**src/rtl/riscv_wb_arbiter_pkg.sv**
```systemverilog
// Shared definitions for the register-file write-port arbiter: data width,
// register address width and the arbiter FSM encodings.
package riscv_wb_arbiter_pkg;

  localparam int XLEN     = 32;
  localparam int REG_AW   = 5;
  localparam int NUM_REGS = 32;

  localparam logic [1:0] STATE_IDLE  = 2'd0;
  localparam logic [1:0] STATE_WAIT  = 2'd1;
  localparam logic [1:0] STATE_FORCE = 2'd2;

  typedef enum logic [1:0] {
    ST_IDLE  = STATE_IDLE,
    ST_WAIT  = STATE_WAIT,
    ST_FORCE = STATE_FORCE
  } arb_state_e;

  // One-hot register mask for a destination register index.
  function automatic logic [NUM_REGS-1:0] rd_onehot(input logic [REG_AW-1:0] rd);
    rd_onehot = {{(NUM_REGS-1){1'b0}}, 1'b1} << rd;
  endfunction

endpackage

```
**src/rtl/riscv_sync_fifo.sv**
```systemverilog
// Synchronous FIFO with per-entry valid bits and per-entry tag taps so a
// consumer can build an occupancy mask. A push while full is accepted only
// when a pop frees the slot in the same cycle.
module riscv_sync_fifo #(
  parameter int WIDTH = 8,
  parameter int DEPTH = 2,
  parameter int TAG_W = 1
) (
  input  logic                          i_clk,
  input  logic                          i_rst,
  input  logic                          i_push,
  input  logic                          i_pop,
  input  logic [WIDTH-1:0]              i_data,
  output logic [WIDTH-1:0]              o_head,
  output logic                          o_full,
  output logic                          o_empty,
  output logic [$clog2(DEPTH):0]        o_count,
  output logic [DEPTH-1:0]              o_valid,
  output logic [DEPTH-1:0][TAG_W-1:0]   o_tags
);

  localparam int AW = $clog2(DEPTH);
  localparam logic [AW:0] PTR_ONE = (AW+1)'(1);

  logic [DEPTH-1:0][WIDTH-1:0] mem_q;
  logic [DEPTH-1:0]            valid_q;
  logic [AW:0]                 wr_ptr_q;
  logic [AW:0]                 rd_ptr_q;
  logic [AW-1:0]               wr_idx;
  logic [AW-1:0]               rd_idx;
  logic                        do_push;
  logic                        do_pop;

  assign wr_idx  = wr_ptr_q[AW-1:0];
  assign rd_idx  = rd_ptr_q[AW-1:0];
  assign o_empty = (wr_ptr_q == rd_ptr_q);
  assign o_full  = (wr_ptr_q[AW] != rd_ptr_q[AW]) && (wr_idx == rd_idx);
  assign o_count = wr_ptr_q - rd_ptr_q;
  assign do_pop  = i_pop && !o_empty;
  assign do_push = i_push && (!o_full || do_pop);
  assign o_head  = mem_q[rd_idx];
  assign o_valid = valid_q;

  // Tag taps: the top TAG_W bits of every slot.
  always_comb begin
    for (int i = 0; i < DEPTH; i++) begin
      o_tags[i] = mem_q[i][WIDTH-1 -: TAG_W];
    end
  end

  // Pointers and valid bits; a push into the slot being popped wins.
  always_ff @(posedge i_clk) begin
    if (i_rst) begin
      wr_ptr_q <= '0;
      rd_ptr_q <= '0;
      valid_q  <= '0;
    end else begin
      if (do_pop) begin
        rd_ptr_q        <= rd_ptr_q + PTR_ONE;
        valid_q[rd_idx] <= 1'b0;
      end
      if (do_push) begin
        wr_ptr_q        <= wr_ptr_q + PTR_ONE;
        valid_q[wr_idx] <= 1'b1;
      end
    end
  end

  // Storage needs no reset; validity is tracked by valid_q.
  always_ff @(posedge i_clk) begin
    if (do_push) begin
      mem_q[wr_idx] <= i_data;
    end
  end

endmodule

```
**src/rtl/riscv_wb_arbiter.sv**
```systemverilog
// Register-file write-port arbiter. W-stage writes go straight through;
// long-latency unit results are queued and drained whenever W is silent.
// A head entry that waits MAX_WAIT cycles raises a one-cycle freeze request,
// and the following (bubbled) W cycle is used to drain it.
//
// state | meaning
// IDLE  | queue empty
// WAIT  | queue holds entries, wait counter running on the head
// FORCE | W is bubbled this cycle, head is written unconditionally
module riscv_wb_arbiter #(
  parameter int XLEN       = riscv_wb_arbiter_pkg::XLEN,
  parameter int FIFO_DEPTH = 2,
  parameter int MAX_WAIT   = 4
) (
  input  logic                                  i_clk,
  input  logic                                  i_rst,
  input  logic                                  i_wb_reg_write,
  input  logic [riscv_wb_arbiter_pkg::REG_AW-1:0] i_wb_rd,
  input  logic [XLEN-1:0]                       i_wb_data,
  input  logic                                  i_lu_valid,
  input  logic [riscv_wb_arbiter_pkg::REG_AW-1:0] i_lu_rd,
  input  logic [XLEN-1:0]                       i_lu_data,
  output logic                                  o_lu_ready,
  output logic                                  o_rf_we,
  output logic [riscv_wb_arbiter_pkg::REG_AW-1:0] o_rf_rd,
  output logic [XLEN-1:0]                       o_rf_wd,
  output logic                                  o_stall_req,
  output logic [riscv_wb_arbiter_pkg::NUM_REGS-1:0] o_pending_mask
);

  import riscv_wb_arbiter_pkg::*;

  localparam int EW = REG_AW + XLEN;
  localparam int AW = $clog2(FIFO_DEPTH);
  localparam int CW = (MAX_WAIT > 1) ? $clog2(MAX_WAIT) : 1;
  localparam logic [CW-1:0] CNT_MAX  = CW'(MAX_WAIT - 1);
  localparam logic [CW-1:0] CNT_ONE  = CW'(1);
  localparam logic [AW:0]   FILL_ONE = (AW+1)'(1);

  arb_state_e state_q;
  logic [CW-1:0] cnt_q;

  logic [EW-1:0]                    fifo_head;
  logic                             fifo_full;
  logic                             fifo_empty;
  logic [AW:0]                      fifo_count;
  logic [FIFO_DEPTH-1:0]            fifo_valid;
  logic [FIFO_DEPTH-1:0][REG_AW-1:0] fifo_tags;

  logic [REG_AW-1:0] head_rd;
  logic [XLEN-1:0]   head_data;
  logic              wb_eff;
  logic              force_cyc;
  logic              pop;
  logic              push;
  logic              lu_ready;
  logic              drained;
  logic [NUM_REGS-1:0] mask;

  assign head_rd   = fifo_head[EW-1 -: REG_AW];
  assign head_data = fifo_head[XLEN-1:0];
  assign wb_eff    = i_wb_reg_write && (i_wb_rd != '0);
  assign force_cyc = (state_q == ST_FORCE);

  // The head drains in FORCE, or in any cycle where W leaves the port free.
  assign pop      = !i_rst && !fifo_empty && (force_cyc || !wb_eff);
  assign lu_ready = !i_rst && (!fifo_full || pop);
  // rd=0 results complete the handshake but are discarded.
  assign push     = i_lu_valid && lu_ready && (i_lu_rd != '0);
  assign drained  = pop && !push && (fifo_count == FILL_ONE);

  riscv_sync_fifo #(
    .WIDTH (EW),
    .DEPTH (FIFO_DEPTH),
    .TAG_W (REG_AW)
  ) u_lu_fifo (
    .i_clk   (i_clk),
    .i_rst   (i_rst),
    .i_push  (push),
    .i_pop   (pop),
    .i_data  ({i_lu_rd, i_lu_data}),
    .o_head  (fifo_head),
    .o_full  (fifo_full),
    .o_empty (fifo_empty),
    .o_count (fifo_count),
    .o_valid (fifo_valid),
    .o_tags  (fifo_tags)
  );

  // Write-port mux: FORCE head, then W, then queued head.
  always_comb begin
    o_rf_we = 1'b0;
    o_rf_rd = '0;
    o_rf_wd = '0;
    if (!i_rst) begin
      if (force_cyc && !fifo_empty) begin
        o_rf_we = 1'b1;
        o_rf_rd = head_rd;
        o_rf_wd = head_data;
      end else if (wb_eff) begin
        o_rf_we = 1'b1;
        o_rf_rd = i_wb_rd;
        o_rf_wd = i_wb_data;
      end else if (!fifo_empty) begin
        o_rf_we = 1'b1;
        o_rf_rd = head_rd;
        o_rf_wd = head_data;
      end
    end
  end

  // Pending mask over every valid queue slot, including one popping now.
  always_comb begin
    mask = '0;
    for (int i = 0; i < FIFO_DEPTH; i++) begin
      if (fifo_valid[i]) begin
        mask = mask | rd_onehot(fifo_tags[i]);
      end
    end
  end

  assign o_pending_mask = i_rst ? '0 : mask;
  assign o_lu_ready     = lu_ready;
  assign o_stall_req    = !i_rst && (state_q == ST_WAIT) && (cnt_q == CNT_MAX) && !pop;

  // Starvation FSM and saturating wait counter.
  always_ff @(posedge i_clk) begin
    if (i_rst) begin
      state_q <= ST_IDLE;
      cnt_q   <= '0;
    end else begin
      case (state_q)
        ST_IDLE: begin
          cnt_q <= '0;
          if (push) begin
            state_q <= ST_WAIT;
          end
        end
        ST_WAIT: begin
          if (pop) begin
            cnt_q <= '0;
            if (drained) begin
              state_q <= ST_IDLE;
            end
          end else if (cnt_q == CNT_MAX) begin
            state_q <= ST_FORCE;
          end else begin
            cnt_q <= cnt_q + CNT_ONE;
          end
        end
        ST_FORCE: begin
          cnt_q   <= '0;
          state_q <= drained ? ST_IDLE : ST_WAIT;
        end
        default: begin
          state_q <= ST_IDLE;
          cnt_q   <= '0;
        end
      endcase
    end
  end

endmodule

```
**config.mk**
```make
export PLATFORM = sky130hd
export DESIGN_NAME = riscv_wb_arbiter
export DESIGN_NICKNAME = d
export VERILOG_FILES = /design/src/rtl/riscv_wb_arbiter_pkg.sv /design/src/rtl/riscv_sync_fifo.sv /design/src/rtl/riscv_wb_arbiter.sv
export SDC_FILE = /design/constraint.sdc
export NUM_CORES = 1
export LEC_CHECK = 0
export CAP_MARGIN = 10
export CORE_MARGIN = 1.5
export CORE_UTILIZATION = 48
export CTS_CLUSTER_SIZE = 8
export DETAILED_ROUTE_END_ITERATION = 16
export PLACE_DENSITY_LB_ADDON = 0.05
export RECOVER_POWER = 100
export SLEW_MARGIN = 25
export SYNTH_ARGS = -nofsm -noshare
export SYNTH_HDL_FRONTEND = slang
export SYNTH_SLANG_ARGS = --single-unit
```
**constraint.sdc**
```tcl
create_clock -name i_clk -period 11.6 [get_ports i_clk]
set_input_delay 2.32 -clock i_clk [delete_from_list [all_inputs] [get_ports i_clk]]
set_output_delay 2.32 -clock i_clk [all_outputs]
set_load 0.01 [all_outputs]
```
==> flow_summary.json <==
{
  "clkTransAtPathRegs_ns": 0.08,
  "wl_per_cell_microns": 16.2,
  "pre_cts_ws_ns": 3.80,
  "clock_latency_ns": 0.34,
  "finalCriticalPeriod_ns": 8.64,
  "antenna_found_initial": 0,
  "min_from": "u_lu_fifo.wr_ptr_q[1]",
  "r2r_start": "u_lu_fifo.wr_ptr_q[0]",
  "yosysSeqAreaShare": 0.586,
  "cp_cell_sequence": "clkdlybuf4s50_1, clkbuf_1, inv_1, nand2_1, o21ai_0, dlygate4sd3_1",
  "status": "finished with violations",
  "final_cell_mix": "dlygate4sd3_1 (108), edfxtp_1 (74), nor2_1 (54), nand2_1 (48)",
  "syn_to_final_growth_pct": 42.2,
  "max_slew_margin": -0.137,
  "hold_viol": 0,
  "fin_crit_sh": 0.745,
  "cts_resized": 0,
  "vias_per_cell": 5.49,
  "cts.sinks": 84,
  "rows": 33,
  "worstMarginPinSlew_ns": 1.71,
  "clock_tree.root_cell": "clkbuf_8",
  "synth_edf_count": 74,
  "dp_hpwl_mm": 7.34,
  "synth-main-ff-cell": "edfxtp_1",
  "cts.path.max_buffers": 2,
  "grt_max_degree": 43,
  "die_area_sq_um": 9180,
  "syn_area_sq_um": 4140,
  "via_count": 3448,
  "hold_class": "reg2reg",
  "fin_tns_setup_ns": 0,
  "crit_type": "in2out",
  "h-tree-depth": 3,
  "drtIter0Drc": 222,
  "grt_pass1_wl_mm": 15.8,
  "p_leak_nw": 2.13,
  "critPathMaxFanout": 42,
  "numPortBuffers": 149,
  "syn_inst": 374,
  "crit_start": "i_rst",
  "gp_congestion": 0.841,
  "n_antenna_cell": 0,
  "setup.worst_path.start_class": "input port",
  "cts_made_buffers": 9,
  "dieWidth_microns": 95.8,
  "yosysUniqueCellTypes": 38,
  "synth_nets": 454,
  "crit_path_max_incr_delay_ns": 1.23,
  "synth.avg_cell_area_sq_um": 11.1,
  "rsz0062_at_grt": "false",
  "clock-skew-final_ns": 0.0131,
  "path_buf_inv": 4,
  "ys_warn_count": 0,
  "post_cts_buffers": 0,
  "grt-ovfl-total": 0,
  "violations": "capacitance limit, slew limit",
  "async_reset_ff_frac": 0,
  "crit_family": "buffers and inverters",
  "fp.coreArea_sq_um": 8300,
  "wl_mm": 10.2,
  "ys_seq_elements": 84,
  "num-fill-cells": 608,
  "nets": 598,
  "timing.fmax_ghz": 0.116,
  "fin_util": 0.709,
  "maxCapViolations": 1,
  "setup_ws_ns": 2.96,
  "crit_arrival_ns": 6.32,
  "cts_tree": "done",
  "vdd_drop_max_mv": 0.0977,
  "ios": 150,
  "grt_pass1_vias": 3328,
  "die_h_microns": 95.8,
  "required_ns": 9.28,
  "mostFrequentLayoutCell": "dlygate4sd3_1",
  "drcViolationCount": 0,
  "cp-end-kind": "output pin",
  "globalRouteTotalUtil": 0.228,
  "drt-pass1-iter-count": 5,
  "slowest_stage": "clkbuf_1",
  "cts_hold_buf": 0,
  "maxSlewViolCount": 43,
  "start_util": 0.498,
  "final_antenna_net_count": 0,
  "powerDensity_nw_per_um2": 115,
  "drive_gt1_frac": 0.0402,
  "setup_viol": 0
}
==> cell usage after synthesis (all sizes together), types with 2 or more instances <==
cell type  number  share of area
edfxtp         74           0.54
nor2           54          0.049
nand2          48          0.044
o21ai          42          0.052
mux2i          38          0.092
a22oi          21          0.038
clkbuf         15          0.014
a32oi          10          0.021
dfxtp          10          0.048
nor2b          10          0.015
inv             7         0.0064
buf             6         0.0067
a21oi           4         0.0048
nand2b          3         0.0045
nor3            3         0.0036
xnor2           3         0.0064
a31oi           2         0.0030
and2            2         0.0030
and3b           2         0.0042
ha              2         0.0061
nand4           2         0.0030
o211ai          2         0.0036
or4             2         0.0045
xor2            2         0.0042
==> per-stage QoR <==
step / instances / hold WS [ns] / cell area, sq um / power [mW]
final: 628 / 0.528 / 5880 / 0.679
after global routing: 628 / 0.549 / 5880 / 0.707
after global placement: 611 / 0.479 / 5720 / 0.492
after CTS: 628 / 0.531 / 5930 / 0.695
after floorplan: 374 / 0.468 / 4140 / 0.424
after detailed placement: 612 / 0.512 / 5740 / 0.497
==> registers in the layout (all words and copies together), names as in the netlist <==
name and count:
u_lu_fifo.mem_q 64, state_q 2, u_lu_fifo.o_valid 2, u_lu_fifo.wr_ptr_q 2, u_lu_fifo.o_tags 10, cnt_q 2, u_lu_fifo.rd_ptr_q 2
==> cells by family (layout without fill, tap and decap cells) <==
kind of cell    Yosys count  after routing  share of synthesized area
compound gates           87             87                      0.139
xor+xnor                  5              5                     0.0106
fa+ha+maj                 2              2                    0.00605
buf+inv                  28            177                     0.0266
flops                    84             84                      0.586
mux                      39             39                     0.0947
simple gates            129            129                      0.137
==> per-layer routing <==
layer / track usage / wire length (microns) / share of wire
met1: 0.294 / 4300 / 0.42
met2: 0.380 / 5150 / 0.51
met3: 0.0506 / 612 / 0.060
met4: 0.0760 / 108 / 0.011
met5: 0 / 0 / 0
==> where the power goes <==
part	internal [mW]	switching [mW]
Sequential	0.344	0.00660
Clock	0.100	0.0996
Combinational	0.0634	0.0654
==> area by class of cell <==
type / count / area [sq um] / area share
Sequential cell: 84 / 2420 / 0.412
Timing Repair Buffer: 154 / 1520 / 0.258
Inverter: 7 / 26.3 / 0.00447
Clock inverter: 4 / 52.6 / 0.00893
Tap cell: 105 / 131 / 0.0223
Multi-Input combinational cell: 262 / 1600 / 0.271
Clock buffer: 12 / 135 / 0.0230
==> path summary, 6_finish.rpt <==
kind / endpoint / slack [ns] / cells past startpoint
worst max-delay path: o_rf_rd[3] / 2.96 / 6
worst min-delay path: u_lu_fifo.wr_ptr_q[1] / 0.53 / 1
worst max register to register: u_lu_fifo.mem_q[8] / 7.91 / 5
worst min register to register: u_lu_fifo.wr_ptr_q[1] / 0.53 / 1
==> worst register-to-register path: cells and delay by family, from the launching register on <==
kind,cells,cell delay (ns)
flops,1,0.35
buf+inv,2,1.24
fa+ha+maj,1,0.37
compound gates,1,0.38
simple gates,1,0.95
Note: power is estimated with default switching activity, not from simulation.
